==> src/rtl/piece_action_arbiter_if.sv <==
// Action handshake between the arbiter (master) and the game logic (slave).
// A transfer happens on any clock edge where action_valid && action_ready.
interface piece_action_arbiter_if;
  logic       action_valid;
  logic [2:0] action;
  logic       action_ready;

  modport master (
    output action_valid,
    output action,
    input  action_ready
  );

  modport slave (
    input  action_valid,
    input  action,
    output action_ready
  );
endinterface

==> src/rtl/piece_action_arbiter.sv <==
// Buffers keyboard motions in a FIFO, generates periodic gravity drops and
// round-robin arbitrates both onto one action port. Optional: GRAVITY_LEVEL_EN.
module piece_action_arbiter #(
  parameter int FIFO_DEPTH    = 4,
  parameter int GRAVITY_TICKS = 25000000,
  parameter int CNT_W         = 25
) (
  input  logic                        clk,
  input  logic                        rst_n,
  input  logic [1:0]                  motion_i,
  input  logic                        motion_enable_i,
  input  logic                        pause_i,
`ifdef GRAVITY_LEVEL_EN
  input  logic [3:0]                  level_i,
`endif
  piece_action_arbiter_if.master      act_o,
  output logic [$clog2(FIFO_DEPTH):0] fifo_count_o,
  output logic                        overflow_o
);

  localparam int PTR_W = $clog2(FIFO_DEPTH);
  localparam logic [PTR_W:0] FULL_COUNT = (PTR_W+1)'(FIFO_DEPTH);

  localparam logic [1:0] IDLE       = 2'd0;
  localparam logic [1:0] OFFER_KEY  = 2'd1;
  localparam logic [1:0] OFFER_GRAV = 2'd2;

  localparam logic GRANT_KEY  = 1'b0;
  localparam logic GRANT_GRAV = 1'b1;

  localparam logic [2:0] ACTION_DROP = 3'b100;

  logic [1:0]       mem_q [FIFO_DEPTH];
  logic [PTR_W-1:0] wr_ptr_q, wr_ptr_d;
  logic [PTR_W-1:0] rd_ptr_q, rd_ptr_d;
  logic [PTR_W:0]   count_q, count_d;
  logic             overflow_q, overflow_d;

  logic [CNT_W-1:0] grav_cnt_q, grav_cnt_d;
  logic             grav_pending_q, grav_pending_d;
  logic [CNT_W-1:0] period_m1;
  logic             grav_tick;

  logic [1:0]       state_q, state_d;
  logic             last_grant_q, last_grant_d;
  logic             action_valid_q, action_valid_d;
  logic [2:0]       action_q, action_d;

  logic             fifo_full;
  logic             key_pending;
  logic             transfer;
  logic             key_pop;
  logic             grav_pop;
  logic             push_ok;

  assign fifo_full   = (count_q == FULL_COUNT);
  assign key_pending = (count_q != '0);
  assign transfer    = action_valid_q && act_o.action_ready;
  assign key_pop     = transfer && (state_q == OFFER_KEY);
  assign grav_pop    = transfer && (state_q == OFFER_GRAV);
  // A full FIFO still accepts a command when the head leaves in the same cycle.
  assign push_ok     = motion_enable_i && (!fifo_full || key_pop);

  // ---------------------------------------------------------------- FIFO
  always_ff @(posedge clk) begin
    if (push_ok) begin
      mem_q[wr_ptr_q] <= motion_i;
    end
  end

  always_comb begin
    wr_ptr_d   = push_ok ? wr_ptr_q + 1'b1 : wr_ptr_q;
    rd_ptr_d   = key_pop ? rd_ptr_q + 1'b1 : rd_ptr_q;
    overflow_d = overflow_q | (motion_enable_i & ~push_ok);
    count_d    = count_q;
    if (push_ok && !key_pop) begin
      count_d = count_q + 1'b1;
    end else if (!push_ok && key_pop) begin
      count_d = count_q - 1'b1;
    end
  end

  // ------------------------------------------------------- gravity timer
`ifdef GRAVITY_LEVEL_EN
  logic [31:0] period_sh;
  assign period_sh = 32'(GRAVITY_TICKS) >> level_i;
  assign period_m1 = (period_sh < 32'd2) ? CNT_W'(1) : CNT_W'(period_sh - 32'd1);
`else
  assign period_m1 = CNT_W'(GRAVITY_TICKS - 1);
`endif

  // >= rather than == so a shortened period reloads at once if already passed.
  assign grav_tick = !pause_i && (grav_cnt_q >= period_m1);

  always_comb begin
    grav_cnt_d = grav_cnt_q;
    if (!pause_i) begin
      grav_cnt_d = grav_tick ? '0 : grav_cnt_q + 1'b1;
    end
    // An offered drop that is accepted is consumed even while paused.
    grav_pending_d = grav_tick | (grav_pending_q & ~grav_pop);
  end

  // ----------------------------------------------------------- arbiter FSM
  always_comb begin
    state_d        = state_q;
    last_grant_d   = last_grant_q;
    action_valid_d = action_valid_q;
    action_d       = action_q;
    case (state_q)
      IDLE: begin
        if (key_pending && (!grav_pending_q || last_grant_q == GRANT_GRAV)) begin
          state_d        = OFFER_KEY;
          action_valid_d = 1'b1;
          action_d       = {1'b0, mem_q[rd_ptr_q]};
        end else if (grav_pending_q) begin
          state_d        = OFFER_GRAV;
          action_valid_d = 1'b1;
          action_d       = ACTION_DROP;
        end
      end
      OFFER_KEY: begin
        if (act_o.action_ready) begin
          state_d        = IDLE;
          action_valid_d = 1'b0;
          last_grant_d   = GRANT_KEY;
        end
      end
      OFFER_GRAV: begin
        if (act_o.action_ready) begin
          state_d        = IDLE;
          action_valid_d = 1'b0;
          last_grant_d   = GRANT_GRAV;
        end
      end
      default: begin
        state_d        = IDLE;
        action_valid_d = 1'b0;
      end
    endcase
  end

  // ------------------------------------------------------------ registers
  always_ff @(posedge clk or negedge rst_n) begin
    if (!rst_n) begin
      wr_ptr_q       <= '0;
      rd_ptr_q       <= '0;
      count_q        <= '0;
      overflow_q     <= 1'b0;
      grav_cnt_q     <= '0;
      grav_pending_q <= 1'b0;
      state_q        <= IDLE;
      last_grant_q   <= GRANT_GRAV;
      action_valid_q <= 1'b0;
      action_q       <= '0;
    end else begin
      wr_ptr_q       <= wr_ptr_d;
      rd_ptr_q       <= rd_ptr_d;
      count_q        <= count_d;
      overflow_q     <= overflow_d;
      grav_cnt_q     <= grav_cnt_d;
      grav_pending_q <= grav_pending_d;
      state_q        <= state_d;
      last_grant_q   <= last_grant_d;
      action_valid_q <= action_valid_d;
      action_q       <= action_d;
    end
  end

  assign act_o.action_valid = action_valid_q;
  assign act_o.action       = action_q;
  assign fifo_count_o       = count_q;
  assign overflow_o         = overflow_q;

endmodule

==> src/flat_wrapper.sv <==
// flat-port wrapper written by rule: the top's interface ports become plain ports
module piece_action_arbiter_flat 
#(
  parameter int FIFO_DEPTH    = 4,
  parameter int GRAVITY_TICKS = 25000000,
  parameter int CNT_W         = 25
)
  (clk, rst_n, motion_i, motion_enable_i, pause_i, fifo_count_o, overflow_o, act_o_action_valid, act_o_action, act_o_action_ready);
  piece_action_arbiter_if act_o_i ();
  input  logic clk;
  input  logic rst_n;
  input  logic [1:0] motion_i;
  input  logic motion_enable_i;
  input  logic pause_i;
  output logic [$clog2(FIFO_DEPTH):0] fifo_count_o;
  output logic overflow_o;
  output wire logic [$bits(act_o_i.action_valid)-1:0] act_o_action_valid;
  output wire logic [$bits(act_o_i.action)-1:0] act_o_action;
  input wire logic [$bits(act_o_i.action_ready)-1:0] act_o_action_ready;
  assign act_o_action_valid = act_o_i.action_valid;
  assign act_o_action = act_o_i.action;
  assign act_o_i.action_ready = act_o_action_ready;
  piece_action_arbiter #(.FIFO_DEPTH(FIFO_DEPTH), .GRAVITY_TICKS(GRAVITY_TICKS), .CNT_W(CNT_W)) u_core (.clk(clk), .rst_n(rst_n), .motion_i(motion_i), .motion_enable_i(motion_enable_i), .pause_i(pause_i), .act_o(act_o_i), .fifo_count_o(fifo_count_o), .overflow_o(overflow_o));
endmodule
==> config.mk <==
export PLATFORM = sky130hd
export DESIGN_NAME = piece_action_arbiter_flat
export DESIGN_NICKNAME = d
export VERILOG_FILES = /design/src/rtl/piece_action_arbiter_if.sv /design/src/rtl/piece_action_arbiter.sv /design/src/flat_wrapper.sv
export SDC_FILE = /design/constraint.sdc
export NUM_CORES = 1
export LEC_CHECK = 0
export ABC_AREA = 1
export CAP_MARGIN = 10
export CORE_ASPECT_RATIO = 1.5
export CORE_MARGIN = 2
export CORE_UTILIZATION = 45
export CTS_BUF_LIST = sky130_fd_sc_hd__clkbuf_8
export DETAILED_ROUTE_END_ITERATION = 8
export PLACE_DENSITY = 0.71
export SLEW_MARGIN = 20
export SYNTH_ARGS = -nofsm -noshare
export SYNTH_HDL_FRONTEND = slang
export SYNTH_SLANG_ARGS = --single-unit
==> constraint.sdc <==
create_clock -name clk -period 2.3 [get_ports clk]
set_clock_uncertainty 0.15 [all_clocks]
set_input_delay 0.69 -clock clk [delete_from_list [all_inputs] [get_ports clk]]
set_output_delay 0.69 -clock clk [all_outputs]
set_load 0.05 [all_outputs]
-- Word-level counts from Yosys, hierarchy flattened
Memory sizes are Yosys's and may differ from the RTL's.
Index checks and enable logic that the tools add are counted.
- $lt $le $gt $ge: 1
- equality and inequality tests: 7
- reductions and logical operators: 24
- muxes and demuxes: 17
- add/sub/neg operators: 5
- bitwise gates (word level): 6
- operators with widths (operator ; number):
    $add 25x1->25 const B ; 1
    $ge 25x25->1 const B ; 1
    $mux 25 ; 1
    $mux 3 ; 4
    $logic_and 1x1->1 ; 8
    $mux 1 ; 6
    $mux 2 ; 3
    $reduce_bool 2->1 ; 3
    $logic_not 1->1 ; 5
    $add 2x1->2 const B ; 2
    $ne 2x2->1 const B ; 2
    $pmux 1 s2 ; 2
    $pmux 2 s2 ; 1
    $reduce_and 2->1 ; 2
    $add 3x1->3 const B ; 1
    $eq 3x3->1 const B ; 1
    $ne 3x1->1 const B ; 1
    $reduce_and 3->1 ; 1
    $reduce_bool 3->1 ; 1
    $sub 3x1->3 const B ; 1
    $and 1x1->1 ; 2
    $eq 2x1->1 const B ; 1
    $eq 2x2->1 const B ; 1
    $logic_not 2->1 ; 1
    other kinds (5) ; 8
- RAM bits: 8
- register bits: 41
- logic and storage cells: 71
- memories kept: 1
- output and inout port bits: 8
- input bits: 7
- memories (name ; words ; width ; read ports ; clocked after Yosys merged registers in ; write ports ; line ; RTL):
    u_core.mem_q ; 4 ; 2 ; 1 ; 0 ; 1 ; piece_action_arbiter.sv:33 ; logic [1:0] mem_q [FIFO_DEPTH];

-- Longest topological paths before layout
Gate-level depths: netlist (run 1).
- depth after elaboration: 8
- depth in mapped cells: 14
- gate-level depth less buffers: 14

-- Worst setup path before layout (run 1)
Ideal clock, no wire load.
- path kind: input to register
- start point: input port act_o_action_ready
- end point: register u_core.count_q[2], in the netlist u_core.fifo_count_o[2]
- cell stages on the path: 12
- library setup time: 0.131 ns
- setup slack: -0.207 ns
- path buffers: 0
- data arrival time: 2.226 ns
- cells stage by stage: nand2_1 -> nor2_1 -> inv_2 -> nand3_1 -> nand2_1 -> inv_1 -> ha_1 -> inv_1 -> fa_1 -> a21oi_1 -> o21ai_0 -> xor2_1
- cells in the longest elaborated chain, start to end: 7
- elaborated cells between the ends (all ways): 10
- those cells by class: 1 x mux; 9 x reduce/logical
- RTL lines (element ; line ; RTL):
    start, declared ; flat_wrapper.sv:19 ; input wire logic [$bits(act_o_i.action_ready)-1:0] act_o_action_ready;
    $logic_and 1x1->1 * ; piece_action_arbiter.sv:58 ; assign transfer = action_valid_q && act_o.action_ready;
    $logic_and 1x1->1 * ; piece_action_arbiter.sv:59 ; assign key_pop = transfer && (state_q == OFFER_KEY);
    $logic_or 1x1->1 * ; piece_action_arbiter.sv:62 ; assign push_ok = motion_enable_i && (!fifo_full || key_pop);
    $logic_and 1x1->1 * ; piece_action_arbiter.sv:62 ;
    net u_core.push_ok ; piece_action_arbiter.sv:54 ; logic push_ok;
    $logic_not 1->1 ; piece_action_arbiter.sv:78 ; end else if (!push_ok && key_pop) begin
    $logic_and 1x1->1 ; piece_action_arbiter.sv:78 ;
    $reduce_bool 2->1 (no line) ; - ;
    end signal, assigned ; piece_action_arbiter.sv:159 ; count_q <= count_d;
    end, declared ; piece_action_arbiter.sv:36 ; logic [PTR_W:0] count_q, count_d;
Mark *: on every way through the listed nets, which the timed path passes. The rest lies on a longest branch.
A chain may end at the register's enable or synchronous reset.

-- Final worst setup path (run 1)
- start point: input port act_o_action_ready
- end point: register u_core.count_q[1], in the netlist u_core.fifo_count_o[1]
- elaborated cells between the ends (all ways): 10
- those cells by class: 1 x mux; 9 x reduce/logical
- RTL lines (element ; line ; RTL):
    $logic_and 1x1->1 ; piece_action_arbiter.sv:58 ;
    $logic_and 1x1->1 ; piece_action_arbiter.sv:59 ;
    $logic_or 1x1->1 ; piece_action_arbiter.sv:62 ;
    $logic_and 1x1->1 ; piece_action_arbiter.sv:62 ;
    net u_core.push_ok ; piece_action_arbiter.sv:54 ;
    $logic_and 1x1->1 ; piece_action_arbiter.sv:76 ; if (push_ok && !key_pop) begin
    $mux 3 ; piece_action_arbiter.sv:76 ;
    net u_core.count_d[1] ; piece_action_arbiter.sv:36 ;
The timed path passes the listed nets, and every way through them passes these cells.

==> results of run 1 <==
==> power breakdown <==
group | internal (W) | total (W) | switching (W)
clock network | 0.000323 | 0.000624 | 0.000301
logic | 0.000514 | 0.00134 | 0.000830
registers | 0.00113 | 0.00136 | 0.000228
==> cells in the mapped netlist (2+ instances only) <==
library cell / number
nand2_1: 64
nor2_1: 46
inv_1: 41
dfrtp_1: 40
nor2_4: 16
xor2_1: 14
nand3_1: 13
ha_1: 9
edfxtp_1: 8
o21ai_1: 7
nand2_2: 6
o21ai_0: 6
o22ai_1: 6
inv_2: 5
nand4_1: 5
nor3_1: 5
xnor2_1: 3
a21oi_1: 2
a22o_1: 2
nand3_4: 2
o21bai_1: 2
==> layer usage <==
metal  GRT usage (%)  part of all wire, %
met2           36.07                   59
met4           5.692                 0.96
met1           18.24                   38
met3           3.128                  2.1
met5               0                    0
==> registers in the layout, indices dropped and copies added, names as in the netlist <==
signal,cells
u_core.grav_cnt_q,25
u_core.fifo_count_o,3
u_core.last_grant_q,1
u_core.mem_q,8
u_core.state_q,2
u_core.act_o.action,3
u_core.grav_pending_q,1
u_core.overflow_o,1
u_core.wr_ptr_q,2
u_core.act_o.action_valid,1
u_core.rd_ptr_q,2
==> kinds of logic after synthesis <==
kind of cell | Yosys count
AND/OR/NAND/NOR | 164
buffers and inverters | 50
flip-flops | 49
AO/OA/AOI/OAI | 27
XOR/XNOR | 17
adder cells (fa/ha/maj) | 10
multiplexers | 1
==> worst min-delay path by stage <==
stage / startpoint / to / slack (ns) / depth (start not counted)
6_report: rst_n / u_core.grav_cnt_q[7]$_DFFE_PN0N_ / 0.31 / 2
4_1_cts: rst_n / u_core.grav_cnt_q[11]$_DFFE_PN0N_ / 0.32 / 2
5_1_grt: rst_n / u_core.grav_cnt_q[6]$_DFFE_PN0N_ / 0.35 / 2
3_5_place_dp: u_core.act_o.action[2]$_DFFE_PN0P_ / u_core.act_o.action[2]$_DFFE_PN0P_ / 0.32 / 2
2_1_floorplan: rst_n / u_core.act_o.action[0]$_DFFE_PN0P_ / 0.24 / 0
3_3_place_gp: u_core.act_o.action[2]$_DFFE_PN0P_ / u_core.act_o.action[2]$_DFFE_PN0P_ / 0.32 / 2
==> cell type report <==
type	count	area, µm²	share of cell area, %
clock buffers	5	68.82	2.106
well taps	74	92.59	2.833
inverters	47	181.4	5.551
flip-flops and latches	49	1267	38.78
repair buffers	29	251.5	7.695
multi-input cells	219	1364	41.73
clock inverters	3	42.54	1.302
==> per-stage QoR <==
stage	TNS, ns	total power [W]	setup WS, ns	cells
floorplan	0	0.002284	0.01727	318
global placement	-1.246	0.002620	-0.4529	416
detailed placement	-2.156	0.002683	-0.5254	416
CTS	0	0.003312	0.06355	424
global route	-0.03537	0.003561	-0.03537	426
finish	0	0.003329	0.09444	426
==> worst max-delay path, delay by kind of cell <==
| kind | cells | cell delay, ns |
|---|---|---|
| mux | 1 | 0.26 |
| buf+inv | 4 | 0.43 |
| simple gates | 4 | 0.31 |
| fa+ha+maj | 2 | 0.56 |
==> repair_timing <==
item                       4_1_cts  5_1_grt
pin swaps                        0        1
gates cloned                     0        0
buffers inserted                 0        2
gates resized for setup          2        4
setup endpoints to repair        2        2
==> results.md, run 1 <==
* Tcrit/Tclk final at 95.89%
* Post-Syn Instances at 318
* Design Area, Final at 0.003268 mm²
* Clock insertion delay at the later pin of the skew report at 0.30 ns
* Num ports at 15
* Final Setup Violations at 0
* CP dominant cell by count: inv_2
* Cell taking the most area after synthesis: dfrtp_1
* Port bufs at 14
* Clock root buffer: clkbuf_8
* Cell area after synthesis at 0.002795 mm²
* Synthesis-to-finish area growth at 16.92%
* Synth unique cells at 37
* Yosys warning count at 0
* First-pass GRT wire length at 9466 µm
* Die height at 100.5 µm
* DRC at 0
* Filler Cell Count at 569
* Synth Area in XOR/XNOR at 5.327%
* Final Util at 53.69%
* Final Wtd Congestion at 0.8124
* Core area at 0.006087 mm²
* Hold buffers post-CTS at 0
* First DRT Iteration DRCs at 52
* Hpwl dp at 4207 µm
* Area contributors post-synth: dfrtp_1 36%, edfxtp_1 8.6%, nand2_1 8.6%
* Fin nets at 368
* Most common cell after layout, fill and taps aside: nand2_1
* Critical path class: in -> reg
* Top-area cell type share of the netlist area at 35.81%
* Initial antenna violation count at 0
* Total Die Area at 0.006871 mm²
* Fmax at 453.4 MHz
* HP Class: in -> async
* Reg2Reg Setup Slack at 0.11 ns
* Post-DP Area at 0.003124 mm²
* Required @ worst endpoint at 2.35 ns
* Final ANT Viol Nets at 0
* Largest net degree at the start of global routing at 42
* Post-synth ARST share at 83.67%
* WL/cell at 13.02 µm
* Synth Area in Simple Gates at 30.53%
* Max Cap Viol at 0
* Die W at 68.35 µm
* Vias post-DR at 2112
* Crit path to: u_core.fifo_count_o[1]$_DFFE_PN0P_
* Period minus WS final at 2.206 ns
* Syn Area/Cell at 8.790 µm²
* Power Density at 1019 mW/mm²
* Final Hold Fails at 0
* Worst r2r src: u_core.state_q[1]$_DFFE_PN0P_
* Worst setup EP type: flip-flop
* Rel. slew slack at 63.78%
* Max FO, Critical Path at 2
* Largest family of logic cells by synthesized area: simple AND/OR/NAND/NOR gates
* Critical Path AT at 2.26 ns
* VDD IR-drop max at 0.7371 mV
* Synth Area in Adders at 4.745%
* 1st-pass router iterations at 4
* H-tree levels at 2
* Total gr overflow at 0
* Standard-cell rows at 35
* Starting Density at 45.92%
* Leakage at 1.469 nW
* Diodes inserted at 0
* Crit path launch: act_o_action_ready
* Sink Count at 49
* Gr usage total at 18.24%
* Clock Path Buffers at 2
* Vias in the first global route at 2178
* Post-synthesis sequential area ratio at 45.34%
* Final WL at 5545 µm
* Syn nets at 335
* Register bit total from synthesis at 49
* Most frequent cells in the layout: 62 x nand2_1, 45 x nor2_1, 40 x dfrtp_1
* Hold slack at 0.3070 ns
* Worst Tran Pin Value at 0.5434 ns
* Post-synth EDFFs at 8
* CP max stage delay at 0.42 ns
* Status: finished, final reports clean
* CP cell instances: dlygate4sd2_1 > nand2_2 > nor2_4 > inv_2 > nand3_4 > nand2_4 > inv_4 > ha_4 > inv_2 > fa_2 > mux2_2
* Slowest CP cell: fa_2
* R2r worst-path depth at 14
* Clk pin slew, worst setup/hold paths at 0.10 ns
* TritonCTS clock tree: done
* Compound-cell area share of the yosys netlist at 5.953%
* Post-synthesis mux area share at 0.4029%
* Layout cells sized above 1 at 23.30%
* Final Max Slew Viols at 0
* Crit start category: input port
* Most used DFF post-synth: dfrtp_1
* Worst r2r dst: u_core.fifo_count_o[2]$_DFFE_PN0P_
* CTS buffer count at 5
* Post-DR vias/cell at 4.958
No activity file was read; power rests on OpenSTA's default activity.
==> run 2, diff against run 1 <==
REMOVE_ABC_BUFFERS = 1   (was default)
==> results.md, run 2 (synthesis results as in run 1) <==
* DRC at 0
* Standard-cell rows at 35
* Crit start category: input port
* Die height at 100.5 µm
* VDD IR-drop max at 0.9850 mV
* TritonCTS clock tree: done
* Worst Tran Pin Value at 0.2860 ns
* Total Die Area at 0.006871 mm²
* Critical path class: in -> reg
* Reg power frac at 38.6%
* Core area at 0.006087 mm²
* Reg2Reg Setup Slack at 0.08 ns
* Num ports at 15
* Sink Count at 49
* Filler Cell Count at 535
* Worst setup EP type: flip-flop
* Diodes inserted at 0
* HP Class: in -> async
* Leakage at 1.548 nW
* Top flop regs: u_core.grav_cnt_q x25, u_core.mem_q x8
* Port bufs at 14
* Total gr overflow at 0
* Clock root buffer: clkbuf_8
* Final WL at 5667 µm
* Final Setup Violations at 0
* Final Max Slew Viols at 0
* Sequential cell area at 0.001267 mm²
* Most frequent cells in the layout: 62 x nand2_1, 45 x nor2_1, 40 x dfrtp_1
* Power Density at 1036 mW/mm²
* PnR Total Power at 0.003527 W
* Switching share of power at 39.00%
* Post-Place Setup Slack at -0.7256 ns
* Rel. slew slack at 80.80%
* Max Cap Viol at 0
* Largest net degree at the start of global routing at 42
* Initial antenna violation count at 0
* PnR worst setup slack at 0.06459 ns
* Vias in the first global route at 2218
* Biggest register: u_core.grav_cnt_q
* Fin nets at 381
* Final ANT Viol Nets at 0
* Status: finished, final reports clean
* Tcrit/Tclk final at 97.19%
* Fmax at 447.3 MHz
* Clk pin slew, worst setup/hold paths at 0.09 ns
* Starting Density at 45.92%
* Hold slack at 0.1821 ns
* Die W at 68.35 µm
* Comb power frac at 40.7%
* Gr usage total at 18.77%
* Int Power at 0.002152 W
* RSZ-0062 raised after global routing: yes
* Clock Path Buffers at 2
* First-pass GRT wire length at 9625 µm
* CTS buffer count at 5
* WL/cell at 12.91 µm
* 1st-pass router iterations at 4
* Most common cell after layout, fill and taps aside: nand2_1
* Clock insertion delay at the later pin of the skew report at 0.31 ns
* Max FO, Critical Path at 3
* Final Wtd Congestion at 0.8027
* Period minus WS final at 2.235 ns
* Post-DR vias/cell at 4.986
* H-tree levels at 2
* Synthesis-to-finish area growth at 21.75%
* Hpwl dp at 4138 µm
* Switching power at 0.001376 W
* Clock share of power at 20.7%
* First DRT Iteration DRCs at 92
* Critical Path AT at 2.28 ns
* Multi-input gate area at 0.001370 mm²
* Vias post-DR at 2189
* Max FFs per register at 25
* Layout cells sized above 1 at 26.85%
* Required @ worst endpoint at 2.34 ns
* Final Hold Fails at 0
-- run 2: power groups by stage --
stage                     registers (W)  clock network, W  logic [W]
after CTS                       0.00135          0.000749    0.00136
after global placement          0.00135                 0    0.00124
after global routing            0.00140          0.000784    0.00159
after detailed placement        0.00136                 0    0.00129
after floorplan                 0.00155                 0   0.000684
final                           0.00136          0.000730    0.00144
-- run 2: layer usage --
metal,track usage (%),vias to the layer above,wire [µm]
met1,20.89,1060,2141
li1,-,1087,-
met2,34.28,30,3249
met3,3.799,12,159
met5,0,-,0
met4,6.462,0,116
-- run 2: per-stage QoR --
stage,utilization [%],instances,TNS [ns],cell area [µm²]
after floorplan,-,315,-0.3406,2759
after detailed placement,51.45,420,-2.263,3132
final,55.91,439,0,3403
after CTS,54.90,435,0,3342
after global placement,51.45,420,-1.585,3132
after global routing,55.91,439,-0.04167,3403
-- run 2: path summary, 6_finish.rpt --
path	startpoint	cells past startpoint	end
setup / recovery	motion_enable_i	9	u_core.fifo_count_o[2]$_DFFE_PN0P_
hold / removal	rst_n	2	u_core.grav_cnt_q[7]$_DFFE_PN0N_
setup reg to reg	u_core.state_q[1]$_DFFE_PN0P_	14	u_core.fifo_count_o[2]$_DFFE_PN0P_
hold reg to reg	u_core.act_o.action[2]$_DFFE_PN0P_	2	u_core.act_o.action[2]$_DFFE_PN0P_
max in group asynchronous	rst_n	2	u_core.last_grant_q$_DFFE_PN1P_
min in group clk	u_core.act_o.action[2]$_DFFE_PN0P_	2	u_core.act_o.action[2]$_DFFE_PN0P_
-- run 2: worst max-delay path, stage by stage --
cell and delay (ns):
clkdlybuf4s50_1 0.50, nand2_2 0.08, inv_2 0.08, ha_4 0.15, inv_4 0.04, fa_2 0.36, a21oi_2 0.17, o21ai_2 0.07
xor2_1 0.14
-- run 2: what timing repair did --
| action | 4_1_cts | 5_1_grt |
|---|---|---|
| gates resized for setup | 10 | 11 |
| hold buffers | 0 | 0 |
| gates cloned | 0 | 0 |
| setup buffers | 7 | 4 |
| endpoints found under the setup margin | 2 | 10 |
| pin swaps | 6 | 6 |
-- run 2: area by class of cell --
class | count | share of cell area (%)
multi-input cells | 219 | 40.26
repair buffers | 42 | 10.51
inverters | 47 | 5.331
clock inverters | 3 | 1.912
clock buffers | 5 | 2.022
well taps | 74 | 2.721
flip-flops and latches | 49 | 37.24
==> run 3, diff against run 2 <==
ABC_CLOCK_PERIOD_IN_PS = 2300   (was default)
CORE_ASPECT_RATIO = 0.5   (was 1.5)
SLEW_MARGIN = 15   (was 20)
==> results.md, run 3 (synthesis results as in run 1) <==
* Status: finished, final reports clean
* Final Setup Violations at 0
* Die W at 115.5 µm
* Switching power at 0.001335 W
* Comb power frac at 41.2%
* Post-DP Area at 0.003137 mm²
* Rel. slew slack at 64.42%
* Clk pin slew, worst setup/hold paths at 0.09 ns
* PnR Total Power at 0.003185 W
* Total Die Area at 0.006896 mm²
* Standard-cell rows at 20
* Crit start category: input port
* Hpwl dp at 4087 µm
* Die height at 59.73 µm
* Post-DR vias/cell at 4.677
* Max Cap Viol at 0
* Port bufs at 14
* Max FO, Critical Path at 2
* Period minus WS final at 2.235 ns
* HP Class: in -> async
* Power Density at 978.4 mW/mm²
* Final WL at 5208 µm
* Worst setup EP type: flip-flop
* Int Power at 0.001851 W
* Num ports at 15
* Fmax at 447.4 MHz
* Top flop regs: u_core.grav_cnt_q x25, u_core.mem_q x8
* Initial antenna violation count at 0
* Critical Path AT at 2.28 ns
* Tcrit/Tclk final at 97.17%
* Clock root buffer: clkbuf_8
* Biggest register: u_core.grav_cnt_q
* Critical path class: in -> reg
* Final Wtd Congestion at 0.9110
* Switching share of power at 41.90%
* Reg power frac at 42.4%
* Worst Tran Pin Value at 0.5337 ns
* Clock share of power at 16.4%
* Sink Count at 49
* Vias post-DR at 2072
* Synthesis-to-finish area growth at 16.47%
* First-pass GRT wire length at 8921 µm
* H-tree levels at 2
* Core area at 0.006031 mm²
* Hold buffers post-CTS at 0
* Setup tns final at 0 ns
* Final Max Slew Viols at 0
* Most frequent cells in the layout: 62 x nand2_1, 45 x nor2_1, 40 x dfrtp_1
* Fin nets at 371
* Diodes inserted at 0
* Gr usage total at 16.85%
* Required @ worst endpoint at 2.35 ns
* Leakage at 1.464 nW
* CTS buffer count at 5
* Vias in the first global route at 2024
* Most common cell after layout, fill and taps aside: nand2_1
* Clock Path Buffers at 2
* Final Hold Fails at 0
* Layout cells sized above 1 at 23.10%
* Total gr overflow at 0
* DRC at 0
* Max FFs per register at 25
* Clock insertion delay at the later pin of the skew report at 0.31 ns
* TritonCTS clock tree: done
* First DRT Iteration DRCs at 64
* VDD IR-drop max at 0.7543 mV
* WL/cell at 11.76 µm
* Starting Density at 46.35%
* 1st-pass router iterations at 4
* Largest net degree at the start of global routing at 24
* Design Area, Final at 0.003256 mm²
* Final ANT Viol Nets at 0
==> run 3: path summary, 6_finish.rpt <==
check,endpoint,cells past startpoint,from,slack [ns]
min in group clk,u_core.overflow_o$_DFF_PN0_,1,u_core.overflow_o$_DFF_PN0_,0.34
max in group asynchronous,u_core.last_grant_q$_DFFE_PN1P_,2,rst_n,1.18
max,u_core.fifo_count_o[2]$_DFFE_PN0P_,13,act_o_action_ready,0.07
max reg2reg,u_core.fifo_count_o[2]$_DFFE_PN0P_,14,u_core.state_q[1]$_DFFE_PN0P_,0.10
min reg2reg,u_core.overflow_o$_DFF_PN0_,1,u_core.overflow_o$_DFF_PN0_,0.34
min,u_core.wr_ptr_q[0]$_DFFE_PN0P_,1,rst_n,0.19
==> run 3: area by class of cell <==
class | count | area, µm²
Clock buffer | 5 | 68.82
Timing Repair Buffer | 32 | 274.0
Sequential cell | 49 | 1267
Fill cell | 567 | 2775
Inverter | 47 | 178.9
Clock inverter | 3 | 21.27
Tap cell | 88 | 110.1
Multi-Input combinational cell | 219 | 1335
==> run 3: per-stage QoR <==
stage	std cells	util, %	hold WS (ns)	worst slack (ns)
final	443	53.98	0.1940	0.06502
after global routing	443	53.98	0.2252	-0.01863
after CTS	443	53.82	0.2174	0.03056
after detailed placement	434	52.01	0.3135	-0.7108
after global placement	434	52.01	0.3103	-0.6351
after floorplan	315	-	0.2444	-0.2067
==> run 3: timing repair <==
action | in CTS | in global routing
setup buffers | 1 | 0
resized for setup | 7 | 4
hold endpoints to repair | 0 | 0
pin swaps | 2 | 1
endpoints found under the setup margin | 2 | 2
==> run 3: layer usage <==
metal,track usage (%),routed length (µm),up-vias
met1,21.30,2413,971
met2,29.24,2572,25
met3,4.057,146,6
met5,0,0,-
met4,5.164,75,0
li1,-,-,1070
==> run 3: worst max-delay path: stages <==
cell	delay, ns
dlygate4sd2_1	0.26
nand2_2	0.09
nor2_4	0.10
inv_2	0.05
nand3_2	0.07
nand2_2	0.06
inv_2	0.06
ha_2	0.16
inv_2	0.04
fa_2	0.33
a21oi_1	0.14
o21ai_1	0.08
xor2_1	0.14
==> run 3: power by group through the flow <==
stage	sequential, W	clock (W)	combinational (W)
floorplan	0.00155	0	0.000684
CTS	0.00135	0.000537	0.00130
detailed placement	0.00136	0	0.00128
global placement	0.00135	0	0.00122
global route	0.00139	0.000575	0.00145
finish	0.00135	0.000521	0.00131
